### src/rtl/game_countdown_if.sv
// game_countdown_if: control inputs and display/status outputs of the countdown timer.
interface game_countdown_if;
    logic        i_Load;
    logic [11:0] i_Preset;
    logic        i_Start;
    logic        i_Pause;
    logic [6:0]  o_FND0;
    logic [6:0]  o_FND1;
    logic [6:0]  o_FND2;
    logic        o_Running;
    logic        o_Done;
    modport master (output i_Load, i_Preset, i_Start, i_Pause, input o_FND0, o_FND1, o_FND2, o_Running, o_Done);
    modport slave (input i_Load, i_Preset, i_Start, i_Pause, output o_FND0, o_FND1, o_FND2, o_Running, o_Done);
endinterface

### src/rtl/game_countdown.sv
// game_countdown: 3-digit BCD countdown timer with load/start/pause and 7-segment outputs.
module game_countdown #(
    parameter int LST_CLK = 49_999_999
) (
    input logic            i_Clk,
    input logic            i_Rst,
    game_countdown_if.slave bus
);
    typedef enum logic [1:0] {IDLE, RUN, PAUSE, DONE} state_t;
    state_t      r_state;
    logic [3:0]  r_d0, r_d1, r_d2;
    logic [26:0] r_cnt;
    logic        r_done;
    logic        w_tick, w_b0, w_b1, w_one, w_zero;
    function automatic logic [3:0] clamp(input logic [3:0] n);
        return n > 4'd9 ? 4'd9 : n;
    endfunction
    function automatic logic [6:0] seg(input logic [3:0] d);
        case (d)
            4'd0: return 7'b1000000;
            4'd1: return 7'b1111001;
            4'd2: return 7'b0100100;
            4'd3: return 7'b0110000;
            4'd4: return 7'b0011001;
            4'd5: return 7'b0010010;
            4'd6: return 7'b0000010;
            4'd7: return 7'b1111000;
            4'd8: return 7'b0000000;
            4'd9: return 7'b0010000;
            default: return 7'b1111111;
        endcase
    endfunction
    assign w_tick = r_state == RUN && r_cnt == 27'(LST_CLK);
    assign w_b0   = r_d0 == 4'd0;
    assign w_b1   = w_b0 && r_d1 == 4'd0;
    assign w_one  = {r_d2, r_d1, r_d0} == 12'h001;
    assign w_zero = {r_d2, r_d1, r_d0} == 12'h000;
    // RUN never holds 000, so the hundreds digit cannot underflow.
    always_ff @(posedge i_Clk) begin
        if (i_Rst) begin
            r_state <= IDLE;
            r_d0    <= 4'd0;
            r_d1    <= 4'd0;
            r_d2    <= 4'd0;
            r_cnt   <= 27'd0;
            r_done  <= 1'b0;
        end else begin
            r_done <= 1'b0;
            if (bus.i_Load) begin
                r_d0    <= clamp(bus.i_Preset[3:0]);
                r_d1    <= clamp(bus.i_Preset[7:4]);
                r_d2    <= clamp(bus.i_Preset[11:8]);
                r_cnt   <= 27'd0;
                r_state <= IDLE;
            end else begin
                if (r_state == RUN) r_cnt <= w_tick ? 27'd0 : r_cnt + 27'd1;
                if (w_tick) begin
                    r_d0 <= w_b0 ? 4'd9 : r_d0 - 4'd1;
                    r_d1 <= w_b0 ? (r_d1 == 4'd0 ? 4'd9 : r_d1 - 4'd1) : r_d1;
                    r_d2 <= w_b1 ? r_d2 - 4'd1 : r_d2;
                end
                if (w_tick && w_one) begin
                    r_state <= DONE;
                    r_done  <= 1'b1;
                end else if (bus.i_Start && (r_state == IDLE || r_state == PAUSE) && !w_zero)
                    r_state <= RUN;
                else if (bus.i_Pause && r_state == RUN)
                    r_state <= PAUSE;
            end
        end
    end
    assign bus.o_FND0    = seg(r_d0);
    assign bus.o_FND1    = seg(r_d1);
    assign bus.o_FND2    = seg(r_d2);
    assign bus.o_Running = r_state == RUN;
    assign bus.o_Done    = r_done;
endmodule

### src/flat_wrapper.sv
// flat-port wrapper written by rule: the top's interface ports become plain ports
module game_countdown_flat 
#(
    parameter int LST_CLK = 49_999_999
)
  (i_Clk, i_Rst, bus_i_Load, bus_i_Preset, bus_i_Start, bus_i_Pause, bus_o_FND0, bus_o_FND1, bus_o_FND2, bus_o_Running, bus_o_Done);
  game_countdown_if bus_i ();
  input logic i_Clk;
  input logic i_Rst;
  input wire logic [$bits(bus_i.i_Load)-1:0] bus_i_Load;
  input wire logic [$bits(bus_i.i_Preset)-1:0] bus_i_Preset;
  input wire logic [$bits(bus_i.i_Start)-1:0] bus_i_Start;
  input wire logic [$bits(bus_i.i_Pause)-1:0] bus_i_Pause;
  output wire logic [$bits(bus_i.o_FND0)-1:0] bus_o_FND0;
  output wire logic [$bits(bus_i.o_FND1)-1:0] bus_o_FND1;
  output wire logic [$bits(bus_i.o_FND2)-1:0] bus_o_FND2;
  output wire logic [$bits(bus_i.o_Running)-1:0] bus_o_Running;
  output wire logic [$bits(bus_i.o_Done)-1:0] bus_o_Done;
  assign bus_i.i_Load = bus_i_Load;
  assign bus_i.i_Preset = bus_i_Preset;
  assign bus_i.i_Start = bus_i_Start;
  assign bus_i.i_Pause = bus_i_Pause;
  assign bus_o_FND0 = bus_i.o_FND0;
  assign bus_o_FND1 = bus_i.o_FND1;
  assign bus_o_FND2 = bus_i.o_FND2;
  assign bus_o_Running = bus_i.o_Running;
  assign bus_o_Done = bus_i.o_Done;
  game_countdown #(.LST_CLK(LST_CLK)) u_core (.i_Clk(i_Clk), .i_Rst(i_Rst), .bus(bus_i));
endmodule
### config.mk
export PLATFORM = sky130hd
export DESIGN_NAME = game_countdown_flat
export DESIGN_NICKNAME = d
export VERILOG_FILES = /design/src/rtl/game_countdown_if.sv /design/src/rtl/game_countdown.sv /design/src/flat_wrapper.sv
export SDC_FILE = /design/constraint.sdc
export NUM_CORES = 1
export LEC_CHECK = 0
export ABC_AREA = 0
export CORE_MARGIN = 3
export CORE_UTILIZATION = 55
export DETAILED_ROUTE_END_ITERATION = 16
export HOLD_SLACK_MARGIN = 0.02
export PLACE_DENSITY_LB_ADDON = 0.1
export SLEW_MARGIN = 20
export SYNTH_ARGS = -nofsm -noshare
export SYNTH_HDL_FRONTEND = slang
export SYNTH_SLANG_ARGS = --single-unit
### constraint.sdc
create_clock -name i_Clk -period 7.12 [get_ports i_Clk]
set_clock_uncertainty 0.2 [all_clocks]
set_input_delay 0.712 -clock i_Clk [delete_from_list [all_inputs] [get_ports i_Clk]]
set_output_delay 0.712 -clock i_Clk [all_outputs]
set_load 0.01 [all_outputs]
==> reports/results.tsv, run 1 <==
stage	metric	value	unit
pwr	Static Leak	1.55	nW
cts	CTS Buffer Depth	2	
timing	setup_tns	0	ns
worst_setup_path	CP Class	in2reg	
timing	Hold Vio Cnt, Final	0	
drt	Vias	3022	
global_route	all-layer global routing usage	0.221	
hold_path	hold_sp	u_core.r_cnt[1]$_SDFFE_PP0N_	
drt	First DRT Iteration DRCs	166	
timing	period utilisation layout	0.494	
floorplan	num rows	28	
cts	# H-tree levels	3	
synthesis	YS warnings	0	
cts	CTS tree	built	
layout	leading cell type in the layout, fill and taps excluded	dfxtp_1	
worst_setup_path	WP data required	7.15	ns
worst_setup_path	CP Capture Type	flip-flop	
worst_setup_path	Crit Path Max Fanout	17	
pwr	Pwr Total	0.000814	W
cts	setup repair bufs after CTS	0	
pwr	Cell Pwr Density	201	nW/µm²
global_route	largest net degree at the start of global routing	26	
placement	GP Congestion	0.836	
global_route	first-pass GRT wire length	13100	µm
worst_setup_path	Startpoint Class	primary input	
drt	via/cell ratio	5.82	
drt	DRC viols	0	
floorplan	Top Ports	40	
worst_setup_path	worst r2r src	u_core.r_cnt[0]$_SDFFE_PP0N_	
synthesis	syn nets	438	
synthesis	Netlist cell types	60	
timing	Final Max Tran Viols	0	
global_route	grt total ovfl	0	
run	maxcap violations	0	
synthesis	Gate Count Post-Synth	402	
synthesis	asr flop ratio synth	0	
synthesis	Avg Cell Area, Syn	8.53	µm²
synthesis	number of flops mapped to enable cells by yosys	0	
drt	antenna-violating nets left	0	
hold_path	hold depth	2	
floorplan	core box area	5990	µm²
layout	antenna cell count	0	
timing	Peak Freq	285	MHz
cts	hold bufs inserted after CTS	0	
floorplan	Die Ht	85.0	µm
cts	clock root buffer master	clkbuf_8	
hold_path	hold endpoint	u_core.r_cnt[1]$_SDFFE_PP0N_	
cts	Reg clk slew, reported paths	0.07	ns
hold_path	Hold Crit Class	reg2reg	
synthesis	#FFs+latches synth	63	
layout	nets	475	
layout	proportion of layout cells with a drive suffix above 1	0.0676	
cts	clk sink count	63	
worst_setup_path	r2r worst-path depth	9	
placement	Detailed Place HPWL	5420	µm
timing	relative slew slack	0.362	
placement	PortBufs	39	
worst_setup_path	Worst Path Arrival	3.54	ns
synthesis	sequential area share after synthesis	0.368	
floorplan	starting density of the core	0.572	
timing	worst slew pin tran	0.954	ns
global_route	via count of the first global-routing pass	2845	
floorplan	die area	7220	µm²
cts	post-CTS sizing	0	
worst_setup_path	FF-to-FF End	u_core.bus.o_FND1[3]$_DFF_P_	
timing	Period minus WS final	3.51	ns
cts	worst-skew pair later-pin latency	0.34	ns
drt	Initial DRT Pass Iterations	5	
outcome	status	finished clean	
worst_setup_path	R2R Setup Slk	3.65	ns
layout	Area growth, synth to finish	18.2	%
pwr	maximum VDD drop	148	µV
synthesis	Mapped Area	3430	µm²
timing	RSZ-0062 raised after global routing	no	
drt	Avg WL per Cell	14.3	µm
floorplan	Chip Width	85.0	µm
drt	Routed WL	7420	µm
timing	final number of setup-violating endpoints	0	
global_route	initial antenna violation count	0	
layout	leading cell types in the layout, fill and taps excluded	dfxtp_1 (63), nor2_1 (53), clkdlybuf4s50_1 (39), inv_1 (27), nand2_1 (21)	
cts	CTS buffer count	9	
synthesis	Top FF cell, synth	dfxtp_1	
-- cell type report --
| class | count | area (µm²) |
|---|---|---|
| Clock buffer | 14 | 183 |
| Clock inverter | 2 | 12.5 |
| Fill cell | 530 | 1940 |
| Timing Repair Buffer | 39 | 390 |
| Tap cell | 75 | 93.8 |
| Sequential cell | 63 | 1260 |
| Multi-Input combinational cell | 298 | 2010 |
| Inverter | 28 | 106 |
-- metal layers --
metal	global-route usage	routed length (µm)
met2	0.362	3480
met4	0.0705	86
met1	0.279	3470
met3	0.0660	383
met5	0	0
-- worst max-delay path: stages --
cell and delay, ns:
clkdlybuf4s50_1 0.80, inv_1 0.40, nand2_1 0.20, a21oi_1 0.16, a2bb2oi_1 0.79, nor3b_1 0.39, nor3b_2 0.07
-- worst max path at each step --
| stage | from | cells past startpoint | endpoint |
|---|---|---|---|
| after CTS | i_Rst | 7 | u_core.bus.o_FND0[6]$_DFF_P_ |
| after floorplan | u_core.r_cnt[0]$_SDFFE_PP0N_ | 10 | u_core.bus.o_FND1[3]$_DFF_P_ |
| after detailed placement | i_Rst | 7 | u_core.bus.o_FND0[6]$_DFF_P_ |
| after global routing | i_Rst | 7 | u_core.bus.o_FND0[6]$_DFF_P_ |
| after global placement | i_Rst | 7 | u_core.bus.o_FND0[6]$_DFF_P_ |
| final | i_Rst | 7 | u_core.bus.o_FND0[6]$_DFF_P_ |
-- state kept, by name, summed over array words and instances (netlist names), 2 cells and up --
| register | cells |
|---|---|
| u_core.bus.o_FND2 | 7 |
| u_core.bus.o_FND0 | 7 |
| u_core.r_state | 2 |
| u_core.r_d2 | 4 |
| u_core.r_d0 | 4 |
| u_core.r_cnt | 27 |
| u_core.bus.o_FND1 | 7 |
| u_core.r_d1 | 4 |
-- cell usage after synthesis, drive strengths merged, types with 5 or more instances --
master | number | share of area
a21oi | 18 | 0.027
and3 | 6 | 0.011
clkbuf | 9 | 0.0099
dfxtp | 63 | 0.37
ha | 19 | 0.069
inv | 27 | 0.030
mux2i | 9 | 0.026
nand2 | 21 | 0.023
nand3 | 15 | 0.022
nand3b | 5 | 0.011
nand4 | 17 | 0.035
nor2 | 53 | 0.058
nor2b | 6 | 0.011
nor3 | 11 | 0.018
nor4 | 9 | 0.016
o21ai | 10 | 0.015
o31ai | 5 | 0.011
or3 | 5 | 0.0091
xnor2 | 9 | 0.023
xor2 | 16 | 0.041
-- stage by stage --
step / utilization / hold WS (ns) / area (µm²) / std cells / worst slack (ns)
2_1_floorplan: - / 0.263 / 3430 / 402 / 4.25
3_3_place_gp: 0.644 / 0.282 / 3860 / 503 / 3.34
3_5_place_dp: 0.644 / 0.286 / 3860 / 503 / 3.26
4_1_cts: 0.677 / 0.296 / 4050 / 519 / 3.63
5_1_grt: 0.677 / 0.341 / 4050 / 519 / 3.31
6_report: 0.677 / 0.291 / 4050 / 519 / 3.61
-- where the power goes --
| part | internal, W | switching [W] |
|---|---|---|
| Sequential | 0.000372 | 0.00000917 |
| Combinational | 0.0000661 | 0.0000681 |
| Clock | 0.000164 | 0.000135 |
| Total | 0.000602 | 0.000212 |
-- logic make-up (layout without fill, tap and decap cells) --
| logic type | after synthesis | in the layout | share of synthesized area |
|---|---|---|---|
| flip-flops | 63 | 63 | 0.368 |
| AO/OA/AOI/OAI | 68 | 68 | 0.143 |
| XOR/XNOR | 25 | 25 | 0.0639 |
| adder cells (fa/ha/maj) | 19 | 19 | 0.0693 |
| multiplexers | 11 | 11 | 0.0328 |
| AND/OR/NAND/NOR | 175 | 175 | 0.277 |
| buffers and inverters | 41 | 83 | 0.0467 |
No activity file was read; power rests on OpenSTA's default activity.
==> inputs of run 2 (changes only) <==
- CORE_UTILIZATION: 55 -> 51
- clock period: 7.12 -> 3.2 ns (I/O delays scaled with it)
==> run 2 against run 1 <==
Sequential power is 120% higher. Critical path depth is 1 higher. Total power is 120% higher. Critical endpoint unchanged. Sequential share of layout area is 1.3 points lower. Register-to-register slack worse by 3.4 ns. Setup slack worse by 3.4 ns. Utilization is 1.7 points lower. Routed wire length is 8.7% higher.
==> reports/results.tsv, run 2 (same netlist as run 1, synthesis figures left out) <==
stage	metric	value	unit
worst_setup_path	Critical Path, Cell by Cell	nand4_2, or4_1, buf_4, o32ai_1, or3_1, clkinv_2, nor3b_1, nor3b_2	
floorplan	Top Ports	40	
drt	antenna-violating nets left	0	
timing	Final Max Tran Viols	0	
timing	period utilisation layout	0.929	
outcome	status	finished clean	
pwr	logic gate share of total power	0.178	
worst_setup_path	worst r2r src	u_core.r_cnt[20]$_SDFFE_PP0N_	
worst_setup_path	r2r worst-path depth	8	
pwr	Clk pwr share	0.351	
layout	leading cell type in the layout, fill and taps excluded	dfxtp_1	
cts	CTS buffer count	9	
pwr	P_sw	0.000477	W
timing	relative slew slack	0.515	
drt	Avg WL per Cell	14.8	µm
layout	Largest Register	u_core.r_cnt	
hold_path	Hold Crit Class	reg2reg	
layout	final design utilization	0.659	
worst_setup_path	Slowest cell on crit path	or4_1	
floorplan	die area	7740	µm²
worst_setup_path	CP Capture Type	flip-flop	
cts	worst-skew pair later-pin latency	0.34	ns
pwr	maximum VDD drop	286	µV
cts	# H-tree levels	3	
placement	PortBufs	39	
placement	GP Congestion	0.964	
timing	Hold Vio Cnt, Final	0	
floorplan	num rows	29	
worst_setup_path	CP Class	reg2reg	
placement	Detailed Place HPWL	5960	µm
layout	antenna cell count	0	
pwr	Cell Pwr Density	426	nW/µm²
hold_path	hold depth	2	
pwr	Reg power frac	0.470	
pwr	Static Leak	1.66	nW
cts	CTS tree	built	
drt	Routed WL	8060	µm
global_route	all-layer global routing usage	0.215	
layout	proportion of layout cells with a drive suffix above 1	0.120	
floorplan	Chip Width	88.0	µm
timing	Period minus WS final	2.97	ns
layout	leading cell types in the layout, fill and taps excluded	dfxtp_1 (63), nor2_1 (53), clkdlybuf4s50_1 (39), inv_1 (27), buf_4 (24)	
timing	setup_tns	0	ns
timing	worst slew pin tran	0.724	ns
worst_setup_path	Worst Path Arrival	2.99	ns
hold_path	hold endpoint	u_core.r_cnt[1]$_SDFFE_PP0N_	
floorplan	core box area	6420	µm²
cts	Reg clk slew, reported paths	0.06	ns
hold_path	hold_sp	u_core.r_cnt[1]$_SDFFE_PP0N_	
layout	max reg flops	27	
floorplan	Die Ht	88.0	µm
drt	Initial DRT Pass Iterations	4	
global_route	first-pass GRT wire length	13200	µm
drt	First DRT Iteration DRCs	146	
pwr	sw frac	0.264	
drt	Vias	3092	
drt	DRC viols	0	
cts	clock root buffer master	clkbuf_8	
global_route	via count of the first global-routing pass	2937	
worst_setup_path	FF-to-FF End	u_core.bus.o_FND0[6]$_DFF_P_	
cts	clk sink count	63	
global_route	grt total ovfl	0	
worst_setup_path	Startpoint Class	flip-flop	
timing	worst hold margin	0.297	ns
timing	final number of setup-violating endpoints	0	
cts	CTS Buffer Depth	2	
worst_setup_path	Crit Path Max Fanout	8	
global_route	largest net degree at the start of global routing	26	
drt	via/cell ratio	5.68	
timing	RSZ-0062 raised after global routing	no	
worst_setup_path	crit-path max cell delay	0.56	ns
pwr	internal power	0.00133	W
timing	Peak Freq	336	MHz
global_route	initial antenna violation count	0	
worst_setup_path	WP data required	3.22	ns
layout	Area growth, synth to finish	23.5	%
worst_setup_path	R2R Setup Slk	0.23	ns
run	maxcap violations	0	
layout	nets	499	
cts	setup repair bufs after CTS	0	
floorplan	starting density of the core	0.534	
run 2: cell count changes in the layout (fill, tap and decap cells not counted):
cell      before  now
a211oi_1       2    1
nor4_1         9    8
clkbuf_8      13   12
clkbuf_1       1    0
buf_4          0   24
nor4_2         0    1
clkinv_2       2    3
a211oi_2       0    1
run 2: power by group through the flow:
stage,clock network [W],registers [W],logic [W]
6_report,0.000634,0.000849,0.000322
5_1_grt,0.000685,0.000853,0.000356
4_1_cts,0.000649,0.000849,0.000321
3_5_place_dp,0,0.000867,0.000319
3_3_place_gp,0,0.000866,0.000315
2_1_floorplan,0,0.000881,0.000161
run 2: how the worst max path moves through the flow:
stage / start / to / slack, ns / cells past startpoint
floorplan: u_core.r_cnt[0]$_SDFFE_PP0N_ / u_core.bus.o_FND1[3]$_DFF_P_ / 0.33 / 10
global placement: bus_i_Load / u_core.bus.o_FND0[6]$_DFF_P_ / 0.24 / 9
detailed placement: u_core.r_cnt[20]$_SDFFE_PP0N_ / u_core.bus.o_FND1[3]$_DFF_P_ / 0.17 / 8
CTS: u_core.r_cnt[20]$_SDFFE_PP0N_ / u_core.bus.o_FND1[3]$_DFF_P_ / 0.15 / 8
global route: u_core.r_cnt[0]$_SDFFE_PP0N_ / u_core.bus.o_FND2[0]$_DFF_P_ / 0.003 / 10
finish: u_core.r_cnt[20]$_SDFFE_PP0N_ / u_core.bus.o_FND0[6]$_DFF_P_ / 0.23 / 8
run 2: through the flow:
stage	setup WS (ns)	power [W]	instances	instance area, µm²
after CTS	0.151	0.00182	544	4220
after detailed placement	0.165	0.00119	529	4040
after floorplan	0.328	0.00104	402	3430
after global placement	0.236	0.00118	529	4040
after global routing	0.00344	0.00189	544	4240
final	0.228	0.00180	544	4240
run 2: layout make-up:
type	count	area, µm²
Multi-Input combinational cell	298	2020
Clock inverter	3	17.5
Inverter	28	106
Clock buffer	12	165
Timing Repair Buffer	63	571
Fill cell	568	2190
Sequential cell	63	1260
Tap cell	77	96.3
run 2: worst max-delay path: cells and delay by family, from the launching register on:
family	cells	cell delay [ns]
DFF	1	0.43
AOI/OAI and AO/OA	1	0.35
buffers and inverters	2	0.32
and+or+nand+nor	5	1.55
run 2: timing repair:
action,CTS,global route
hold buffers,0,0
setup endpoints to repair,0,6
gates resized for setup,0,2
run 2: routing by layer:
layer  share of wire  track usage  vias to the layer above
met2            0.48        0.354                       56
met5               0            0                        -
met1            0.47        0.273                     1457
met4           0.014       0.0795                        0
li1                -            -                     1567
met3           0.039       0.0499                       12
